File: src/rtl/operand_fetch.sv
// Operand-fetch stage: register-file read, A/B operand capture, ALU handshake.
// Optional OPF_BYPASS_EN: operands track write-back snoops until consumed.
module operand_fetch #(
  parameter int DATA_W   = 64,
  parameter int ADDR_W   = 5,
  parameter int ZERO_REG = 31
) (
  input  logic              clk,
  input  logic              reset,
  input  logic              req_valid,
  output logic              req_ready,
  input  logic [ADDR_W-1:0] req_rn1,
  input  logic [ADDR_W-1:0] req_rn2,
  output logic [ADDR_W-1:0] RN1,
  output logic [ADDR_W-1:0] RN2,
  input  logic [DATA_W-1:0] RD1,
  input  logic [DATA_W-1:0] RD2,
  input  logic              wb_we,
  input  logic [ADDR_W-1:0] wb_wn,
  input  logic [DATA_W-1:0] wb_wd,
  output logic              out_valid,
  input  logic              out_ready,
  output logic [DATA_W-1:0] out_a,
  output logic [DATA_W-1:0] out_b,
  output logic [ADDR_W-1:0] out_rn1,
  output logic [ADDR_W-1:0] out_rn2
);

  localparam logic [1:0] IDLE  = 2'd0;
  localparam logic [1:0] READ  = 2'd1;
  localparam logic [1:0] CAPT  = 2'd2;
  localparam logic [1:0] VALID = 2'd3;

  localparam logic [ADDR_W-1:0] XZR = ADDR_W'(ZERO_REG);

  logic [1:0]        state;
  logic [DATA_W-1:0] sel1;
  logic [DATA_W-1:0] sel2;
  logic              hit1;
  logic              hit2;

  assign req_ready = (state == IDLE);
  assign sel1 = (RN1 == XZR) ? '0 : RD1;
  assign sel2 = (RN2 == XZR) ? '0 : RD2;

`ifdef OPF_BYPASS_EN
  assign hit1 = wb_we && (wb_wn == RN1) && (RN1 != XZR);
  assign hit2 = wb_we && (wb_wn == RN2) && (RN2 != XZR);
`else
  logic unused_wb;
  assign unused_wb = ^{wb_we, wb_wn, wb_wd};
  assign hit1 = 1'b0;
  assign hit2 = 1'b0;
`endif

  // Handshake FSM with read-address and operand capture registers
  always_ff @(posedge clk or posedge reset) begin
    if (reset) begin
      state     <= IDLE;
      RN1       <= '0;
      RN2       <= '0;
      out_a     <= '0;
      out_b     <= '0;
      out_rn1   <= '0;
      out_rn2   <= '0;
      out_valid <= 1'b0;
    end else begin
      unique case (state)
        IDLE: begin
          if (req_valid) begin
            RN1   <= req_rn1;
            RN2   <= req_rn2;
            state <= READ;
          end
        end
        READ: begin
          state <= CAPT;
        end
        CAPT: begin
          out_a     <= hit1 ? wb_wd : sel1;
          out_b     <= hit2 ? wb_wd : sel2;
          out_rn1   <= RN1;
          out_rn2   <= RN2;
          out_valid <= 1'b1;
          state     <= VALID;
        end
        VALID: begin
          if (hit1) out_a <= wb_wd;
          if (hit2) out_b <= wb_wd;
          if (out_ready) begin
            out_valid <= 1'b0;
            state     <= IDLE;
          end
        end
        default: state <= IDLE;
      endcase
    end
  end

endmodule
File: config.mk
export PLATFORM = sky130hd
export DESIGN_NAME = operand_fetch
export DESIGN_NICKNAME = d
export VERILOG_FILES = /design/src/rtl/operand_fetch.sv
export SDC_FILE = /design/constraint.sdc
export NUM_CORES = 1
export LEC_CHECK = 0
export ABC_AREA = 1
export CAP_MARGIN = 25
export CORE_AREA = 2 2 142 144
export CTS_CLUSTER_SIZE = 40
export DETAILED_ROUTE_END_ITERATION = 10
export DIE_AREA = 0 0 144 146
export GPL_ROUTABILITY_DRIVEN = 0
export PLACE_DENSITY = 0.76
export SLEW_MARGIN = 30
export SYNTH_ARGS = -nofsm -noshare
export SYNTH_HDL_FRONTEND = slang
export SYNTH_SLANG_ARGS = --single-unit
File: constraint.sdc
create_clock -name clk -period 4.8 [get_ports clk]
set_input_delay 0.72 -clock clk [delete_from_list [all_inputs] [get_ports clk]]
set_output_delay 0.72 -clock clk [all_outputs]
set_load 0.03 [all_outputs]
==> results of run 1 <==
-- final timing paths --
kind,from,end,cells past startpoint
min in group asynchronous,reset,out_rn2[2],2
hold reg to reg,out_rn1[0],out_rn1[0],2
setup / recovery,state[0],req_ready,3
max in group asynchronous,reset,out_a[13],3
setup reg to reg,state[1],out_a[10],5
hold / removal,out_rn1[0],out_rn1[0],2
-- cells in the final DEF, fill, tap and decap left out --
cell type        netlist  layout
ha_4                   0       1
nand2_2                0       2
o21ai_0                2       2
clkinvlp_4             0       3
ha_1                   3       2
clkinv_4               0       2
inv_8                  0       1
nand3_2                2       2
inv_4                  0       1
buf_4                  6       6
dfrtp_1              151     151
clkdlybuf4s50_1        0     291
buf_6                 10       1
o21bai_1             128     128
clkbuf_16              0      17
inv_6                  0       4
nor2_1                 2       2
bufinv_16              0       1
clkbuf_8               0       2
buf_12                 0       1
clkinv_2               0       2
inv_1                  6       4
nand3_1               11      11
nand2_1              444     442
-- area by class of cell --
class | instances | area (µm²)
Tap cell | 265 | 332
Timing Repair Buffer | 299 | 2990
Sequential cell | 151 | 3780
Multi-Input combinational cell | 592 | 2780
Clock inverter | 12 | 115
Inverter | 6 | 32.5
Fill cell | 1787 | 8860
Clock buffer | 19 | 453
-- flip-flops by register name (all words and copies together), names as in the netlist --
name	flops
out_a	64
RN1	5
out_rn2	5
RN2	5
out_valid	1
out_b	64
state	2
out_rn1	5
-- power by group through the flow --
stage                     combinational, mW  clock [mW]  sequential (mW)
final                                  4.31        1.30             2.26
after global routing                   4.65        1.40             2.34
after CTS                              4.37        1.33             2.26
after detailed placement               4.36           0             2.27
after global placement                 4.31           0             2.25
after floorplan                        1.50           0             3.44
-- logic make-up after synthesis --
group / share of synthesized area
flip-flops: 0.546
buffers and inverters: 0.0550
AND/OR/NAND/NOR: 0.253
AO/OA/AOI/OAI: 0.140
adder cells (fa/ha/maj): 0.00543
-- metal layers --
layer | up-vias | track usage | wire length [µm]
met1 | 2971 | 0.248 | 8760
met3 | 26 | 0.0701 | 1910
met4 | 0 | 0.0500 | 322
met2 | 241 | 0.300 | 9200
met5 | - | 0 | 0
li1 | 3054 | - | -
-- worst min-delay path, delay by kind of cell (launching register included) --
kind,cells,cell delay (ps)
and+or+nand+nor,2,90
DFF,1,340
-- through the flow --
stage | worst slack (ps) | hold WS, ps | utilization | instance area, µm²
after floorplan | 15.3 | 481 | - | 6920
after global placement | 2310 | 455 | 0.512 | 9900
after detailed placement | 2290 | 457 | 0.512 | 9900
after CTS | 1840 | 473 | 0.542 | 10500
after global routing | 1730 | 494 | 0.542 | 10500
final | 1860 | 468 | 0.542 | 10500
==> results.sh, run 1 <==
export IMPL_final_min_clock_period_ps=2940
export IMPL_synth_main_ff_cell="dfrtp_1"
export IMPL_io_buffers=291
export IMPL_final_setup_tns_ps=0
export IMPL_diodes=0
export IMPL_antenna_found_initial=0
export IMPL_power_density_nw_per_um2=752
export IMPL_synth_top_area_frac=0.546
export IMPL_crit_fanout=14
export IMPL_seq_area_frac_synth=0.546
export IMPL_initialDrtViolationCount=315
export IMPL_clock_latency_ps=420
export IMPL_synth_warnings=0
export IMPL_p_total_mw=7.88
export IMPL_ctsLongestPathBuffers=2
export IMPL_setup_violations=0
export IMPL_antenna_left=0
export IMPL_slew_violations=0
export IMPL_rows=51
export IMPL_holdCritPathClass="reg -> reg"
export IMPL_critPathTopFamily="buffers and inverters"
export IMPL_die_y_um=146
export IMPL_synthCells=806
export IMPL_ir_drop_mv=0.380
export IMPL_worstSetupPathType="reg -> out"
export IMPL_netlist_top_cells_count="444 x nand2_1, 151 x dfrtp_1, 128 x o21bai_1"
export IMPL_dp_cells=1313
export IMPL_path_buf_inv=2
export IMPL_fin_crit_sh=0.613
export IMPL_end_kind="output pin"
export IMPL_viasPerCell=4.68
export IMPL_rsz0062_at_grt="no"
export IMPL_syn_area_um2=6920
export IMPL_seq_power_share=0.287
export IMPL_cpPeakStageDelay_ps=800
export IMPL_cts_hold_buffers=0
export IMPL_tightest_slew_ps=739
export IMPL_leakagePower_nw=4.80
export IMPL_layout_drive_gt1_share=0.0426
export IMPL_drc=0
export IMPL_synth_area_leader_cell="dfrtp_1"
export IMPL_dp_hpwl_um=13100
export IMPL_grt_max_degree=102
export IMPL_path_cells="inv_1 > ha_1 > clkdlybuf4s50_1"
export IMPL_start_util=0.358
export IMPL_p_sw_frac=0.452
export IMPL_cts_tree="built"
export IMPL_comb_power_share=0.547
export IMPL_maxCapViolations=0
export IMPL_coreArea_um2=19300
export IMPL_slowest_stage="clkdlybuf4s50_1"
export IMPL_die_w_um=144
export IMPL_drt_wl_total_um=20200
export IMPL_pwr_share_clk=0.166
export IMPL_numCtsBuffers=17
export IMPL_instances_no_fill=1344
export IMPL_cts_root_buf="clkbuf_16"
export IMPL_max_slew_margin=0.508
export IMPL_path_clk_slew_ps=60
export IMPL_track_usage=0.191
export IMPL_grt_pass1_vias=5953
export IMPL_synth_async_sr_flop_share=1.00
export IMPL_critical_path_startpoint_type="flop"
export IMPL_post_cts_buffers=0
export IMPL_internal_power_mw=4.32
export IMPL_ys_top_cells_by_area="dfrtp_1 55%, nand2_1 24%, o21bai_1 14%"
export IMPL_synth_cell_types=13
export IMPL_switching_power_mw=3.56
export IMPL_syn_area_per_cell_um2=8.58
export IMPL_synth_edf_count=0
export IMPL_synth_seq_cells=151
export IMPL_reg2reg_setup_slack_ps=2510
export IMPL_wire_per_inst_um=15.0
export IMPL_vias=6292
export IMPL_num_io_pins=362
export IMPL_grt_pass1_wl_um=31800
export IMPL_fin_skew_ps=14.0
export IMPL_cts_sinks=151
export IMPL_drt_first_pass_iters=5
export IMPL_max_freq_mhz=340
export IMPL_grt_overflow_total=0
export IMPL_die_area_um2=21000
export IMPL_synth_fp_nets=1021
export IMPL_cp_required_ps=4080
export IMPL_synth_most_common_cell="nand2_1"
export IMPL_area_delta_synth_final_pct=51.4
export IMPL_cts_resized=0
export IMPL_finalNetCount=1282
export IMPL_htreeDepth=4
export IMPL_finalHoldViolCount=0
export IMPL_outcome="complete, no violations"
export IMPL_cp_arrival_ps=2220
Note: power is estimated with default switching activity, not from simulation.
==> inputs of run 2 (changes only) <==
Settings changed: CORE_AREA 2 2 142 144 to 2 2 139 141, DIE_AREA 0 0 144 146 to 0 0 141 143.
Clock period 4.8 ns to 2.99 ns, I/O delays scaled along.
==> run 2 against run 1 <==
  * Combinational power up 63%
  * First-iteration DRC count down 5.1%
  * Design area up 1.2%
  * Highest routed layer unchanged
  * Wire length up 1.6%
  * Critical path depth up 1
  * Power up 64%
  * Register-to-register slack worse by 1400 ps
  * Sequential power up 61%
  * Final cell count down 1.6%
  * Clock-buffer cell count down 1
  * Non-clock buffer count up 11
==> results.sh, run 2 (synthesized netlist as in run 1, its figures left out) <==
export IMPL_wire_per_inst_um=15.5
export IMPL_fin_util=0.570
export IMPL_final_common_cell="nand2_1"
export IMPL_setup_slack_ps=547
export IMPL_htreeDepth=4
export IMPL_final_min_clock_period_ps=2440
export IMPL_reg2reg_depth=6
export IMPL_numCtsBuffers=17
export IMPL_slew_violations=0
export IMPL_hold_depth=2
export IMPL_dp_hpwl_um=14000
export IMPL_instances_no_fill=1323
export IMPL_post_cts_buffers=0
export IMPL_die_w_um=141
export IMPL_max_freq_mhz=409
export IMPL_clock_latency_ps=410
export IMPL_end_kind="output pin"
export IMPL_leakagePower_nw=4.88
export IMPL_layout_drive_gt1_share=0.0514
export IMPL_setup_violations=0
export IMPL_highest_signal_layer="met4"
export IMPL_start_util=0.372
export IMPL_finalHoldViolCount=0
export IMPL_drc=0
export IMPL_drt_first_pass_iters=6
export IMPL_rsz0062_at_grt="no"
export IMPL_preCtsSetupSlack_ps=982
export IMPL_initialDrtViolationCount=299
export IMPL_cts_hold_buffers=0
export IMPL_dp_cells=1293
export IMPL_cp_required_ps=2540
export IMPL_num_io_pins=362
export IMPL_coreArea_um2=18600
export IMPL_die_area_um2=20200
export IMPL_viasPerCell=4.72
export IMPL_holdPathEnd="out_rn1[2]"
export IMPL_ir_drop_mv=0.678
export IMPL_reg_largest_list="out_a x64, out_b x64"
export IMPL_final_setup_tns_ps=0
export IMPL_rows=50
export IMPL_antenna_left=0
export IMPL_holdCritPathClass="reg -> reg"
export IMPL_fin_skew_ps=8.60
export IMPL_ctsLongestPathBuffers=2
export IMPL_grt_pass1_vias=6290
export IMPL_routed_wl_met3_um=1670
export IMPL_cts_tree="built"
export IMPL_r2r_end="out_a[47]"
export IMPL_wl_met2_um=9670
export IMPL_maxCapViolations=0
export IMPL_grt_overflow_total=0
export IMPL_drt_wl_total_um=20500
export IMPL_die_y_um=143
export IMPL_max_slew_margin=0.523
export IMPL_io_buffers=291
export IMPL_area_delta_synth_final_pct=53.2
export IMPL_cts_resized=0
export IMPL_worstSetupPathType="reg -> out"
export IMPL_vias=6239
export IMPL_layout_common_cells="442 x nand2_1, 291 x clkdlybuf4s50_1, 151 x dfrtp_1"
export IMPL_cts_sinks=151
export IMPL_cts_root_buf="clkbuf_16"
export IMPL_tightest_slew_ps=716
export IMPL_antenna_found_initial=0
export IMPL_cp_arrival_ps=1990
export IMPL_reg2reg_setup_slack_ps=1060
export IMPL_critical_path_startpoint_type="flop"
export IMPL_wl_met1_um=8870
export IMPL_path_clk_slew_ps=60
export IMPL_grt_pass1_wl_um=32800
export IMPL_crit_fanout=14
export IMPL_outcome="complete, no violations"
export IMPL_hold_start="out_rn1[2]"
export IMPL_grt_max_degree=76
export IMPL_fin_crit_sh=0.817
export IMPL_track_usage=0.206
export IMPL_worstReg2RegStart="state[0]"
export IMPL_power_density_nw_per_um2=1220
export IMPL_finalNetCount=1293
export IMPL_diodes=0
==> run 2: worst max-delay path, stage by stage, from the launching register on <==
cell,delay [ps]
dfrtp_1,400
inv_1,140
ha_1,170
buf_4,190
clkdlybuf4s50_1,700
==> run 2: worst max-delay path by stage <==
stage | startpoint | endpoint | slack, ps | depth (start not counted)
2_1_floorplan | reset | RN1[0] | 640 | 1
3_3_place_gp | state[0] | req_ready | 1000 | 4
3_5_place_dp | state[0] | req_ready | 980 | 4
4_1_cts | state[0] | req_ready | 520 | 4
5_1_grt | state[0] | req_ready | 440 | 4
6_report | state[0] | req_ready | 550 | 4
==> run 2: area by class of cell <==
cell class,instances,area (µm²)
clock buffer,18,439
timing repair buffer,310,3110
inverter,6,28.8
fill,1668,7980
clock inverter,12,178
tap,234,293
multi-input combinational,592,2780
sequential,151,3780
==> run 2: layer usage <==
| layer | GRT usage | vias to the layer above |
|---|---|---|
| met3 | 0.0617 | 21 |
| li1 | - | 3065 |
| met2 | 0.340 | 227 |
| met4 | 0.0589 | 0 |
| met5 | 0 | - |
| met1 | 0.263 | 2926 |
==> run 2: power by group <==
group          switching (mW)  internal, mW
Sequential              0.577          3.05
Combinational            4.28          2.73
Clock                   0.857          1.41
Total                    5.71          7.20
==> run 2: metrics by stage <==
step | hold WS (ps) | total power, mW | area, µm²
global route | 495 | 13.8 | 10600
finish | 475 | 12.9 | 10600
global placement | 454 | 10.6 | 9980
floorplan | 481 | 7.93 | 6920
detailed placement | 457 | 10.7 | 9980
CTS | 479 | 13.0 | 10600
==> inputs of run 3 (changes only) <==
Clock period 2.99 ns to 2.31 ns, I/O delays scaled along.
==> run 3 against run 2 <==
  * Critical path depth shrank 1
  * Sequential cell count is the same
  * Combinational power up 31%
  * Final cell count increased by 0.30%
  * Non-clock buffer count rose by 2
  * Design area grew 0.92%
  * Register-to-register slack worse by 380 ps
  * Clock power rose by 23%
  * Largest power group unchanged
  * Wire length rose by 0.17%
  * Utilization rose by 0.53 points
  * Sequential share of layout area shrank 0.33 points
  * Setup slack worse by 430 ps
==> results.sh, run 3 (synthesized netlist as in run 1, its figures left out) <==
export IMPL_slowest_stage="clkdlybuf4s50_1"
export IMPL_cts_sinks=151
export IMPL_numCtsBuffers=17
export IMPL_holdWs_ps=389
export IMPL_final_common_cell="nand2_1"
export IMPL_finalHoldViolCount=0
export IMPL_ir_drop_mv=0.794
export IMPL_grt_pass1_wl_um=32700
export IMPL_multiInputGateArea_um2=2780
export IMPL_layout_common_cells="442 x nand2_1, 291 x clkdlybuf4s50_1, 151 x dfrtp_1"
export IMPL_track_usage=0.204
export IMPL_power_density_nw_per_um2=1560
export IMPL_start_util=0.372
export IMPL_placed_area_um2=10100
export IMPL_cpPeakStageDelay_ps=700
export IMPL_diodes=0
export IMPL_finalNetCount=1295
export IMPL_area_delta_synth_final_pct=54.6
export IMPL_grt_pass1_vias=6321
export IMPL_cp_arrival_ps=1850
export IMPL_cts_resized=0
export IMPL_num_io_pins=362
export IMPL_coreArea_um2=18600
export IMPL_max_slew_margin=0.537
export IMPL_wire_per_inst_um=15.5
export IMPL_path_clk_slew_ps=60
export IMPL_rows=50
export IMPL_cts_hold_buffers=0
export IMPL_final_seq_area_um2=3780
export IMPL_outcome="complete, no violations"
export IMPL_drc=0
export IMPL_die_area_um2=20200
export IMPL_leakagePower_nw=4.92
export IMPL_fin_skew_ps=10.2
export IMPL_maxCapViolations=0
export IMPL_end_kind="output pin"
export IMPL_slew_violations=0
export IMPL_clock_latency_ps=420
export IMPL_initialDrtViolationCount=252
export IMPL_ctsLongestPathBuffers=2
export IMPL_die_w_um=141
export IMPL_fin_crit_sh=0.951
export IMPL_grt_overflow_total=0
export IMPL_nFillCells=1659
export IMPL_final_setup_tns_ps=0
export IMPL_cp_required_ps=1960
export IMPL_final_min_clock_period_ps=2200
export IMPL_viasPerCell=4.79
export IMPL_setup_violations=0
export IMPL_p_total_mw=16.7
export IMPL_rsz0062_at_grt="no"
export IMPL_grt_max_degree=74
export IMPL_critical_path_startpoint_type="flop"
export IMPL_drt_first_pass_iters=4
export IMPL_crit_fanout=3
export IMPL_instances_no_fill=1327
export IMPL_post_cts_buffers=0
export IMPL_path_buf_inv=2
export IMPL_worstSetupPathType="reg -> out"
export IMPL_dp_cells=1295
export IMPL_drt_wl_total_um=20500
export IMPL_design_area_um2=10700
export IMPL_vias=6351
export IMPL_layout_drive_gt1_share=0.0540
export IMPL_reg_largest_list="out_a x64, out_b x64"
export IMPL_cts_tree="built"
export IMPL_io_buffers=291
export IMPL_tightest_slew_ps=693
export IMPL_path_cells="inv_1 > ha_1 > clkdlybuf4s50_1"
export IMPL_dp_hpwl_um=13700
export IMPL_antenna_left=0
export IMPL_holdCritPathClass="in -> async"
export IMPL_cts_root_buf="clkbuf_16"
export IMPL_critPathTopFamily="buffers and inverters"
export IMPL_htreeDepth=4
export IMPL_die_y_um=143
export IMPL_antenna_found_initial=0
export IMPL_max_freq_mhz=455
run 3: changes by cell type in the layout (fill, tap and decap cells not counted), sizes merged:
cell,change
inv,+3
buf,+2
bufinv,-2
clkbuf,+1
run 3: stage by stage:
stage | worst slack [ps] | utilization
2_1_floorplan | 60.5 | -
3_3_place_gp | 580 | 0.544
3_5_place_dp | 569 | 0.544
4_1_cts | 94.2 | 0.576
5_1_grt | 23.3 | 0.576
6_report | 113 | 0.576
run 3: report_power, final:
part           internal [mW]  total (mW)  switching [mW]
sequential              3.95        4.72           0.763
clock                   1.63        2.79            1.16
combinational           3.64        9.19            5.56
total                   9.22        16.7            7.48
run 3: cell type report:
class / instances / area share
tap: 234 / 0.0274
timing repair buffer: 312 / 0.302
clock buffer: 19 / 0.0414
multi-input combinational: 592 / 0.259
sequential: 151 / 0.353
clock inverter: 13 / 0.0135
inverter: 6 / 0.00269
run 3: final timing paths:
kind,start,to,slack [ps],cells past startpoint
worst max-delay path,state[0],req_ready,110,3
worst min-delay path,reset,out_b[56],390,2
worst max register to register,state[0],out_a[58],680,6
worst min register to register,out_rn1[1],out_rn1[1],470,2
max in group asynchronous,reset,out_a[42],1310,3
min in group clk,out_rn1[1],out_rn1[1],470,2
run 3: per-layer routing:
metal / GRT usage / routed length, µm / vias up
li1: - / - / 3075
met1: 0.258 / 8960 / 3030
met2: 0.337 / 9770 / 232
met3: 0.0687 / 1580 / 14
met4: 0.0542 / 237 / 0
met5: 0 / 0 / -
run 3: worst reg2reg max path: stages (launching register included):
cell	delay [ps]
dfrtp_1	380
inv_1	100
ha_4	210
inv_4	350
buf_12	300
nand2_1	130
nand2_1	80
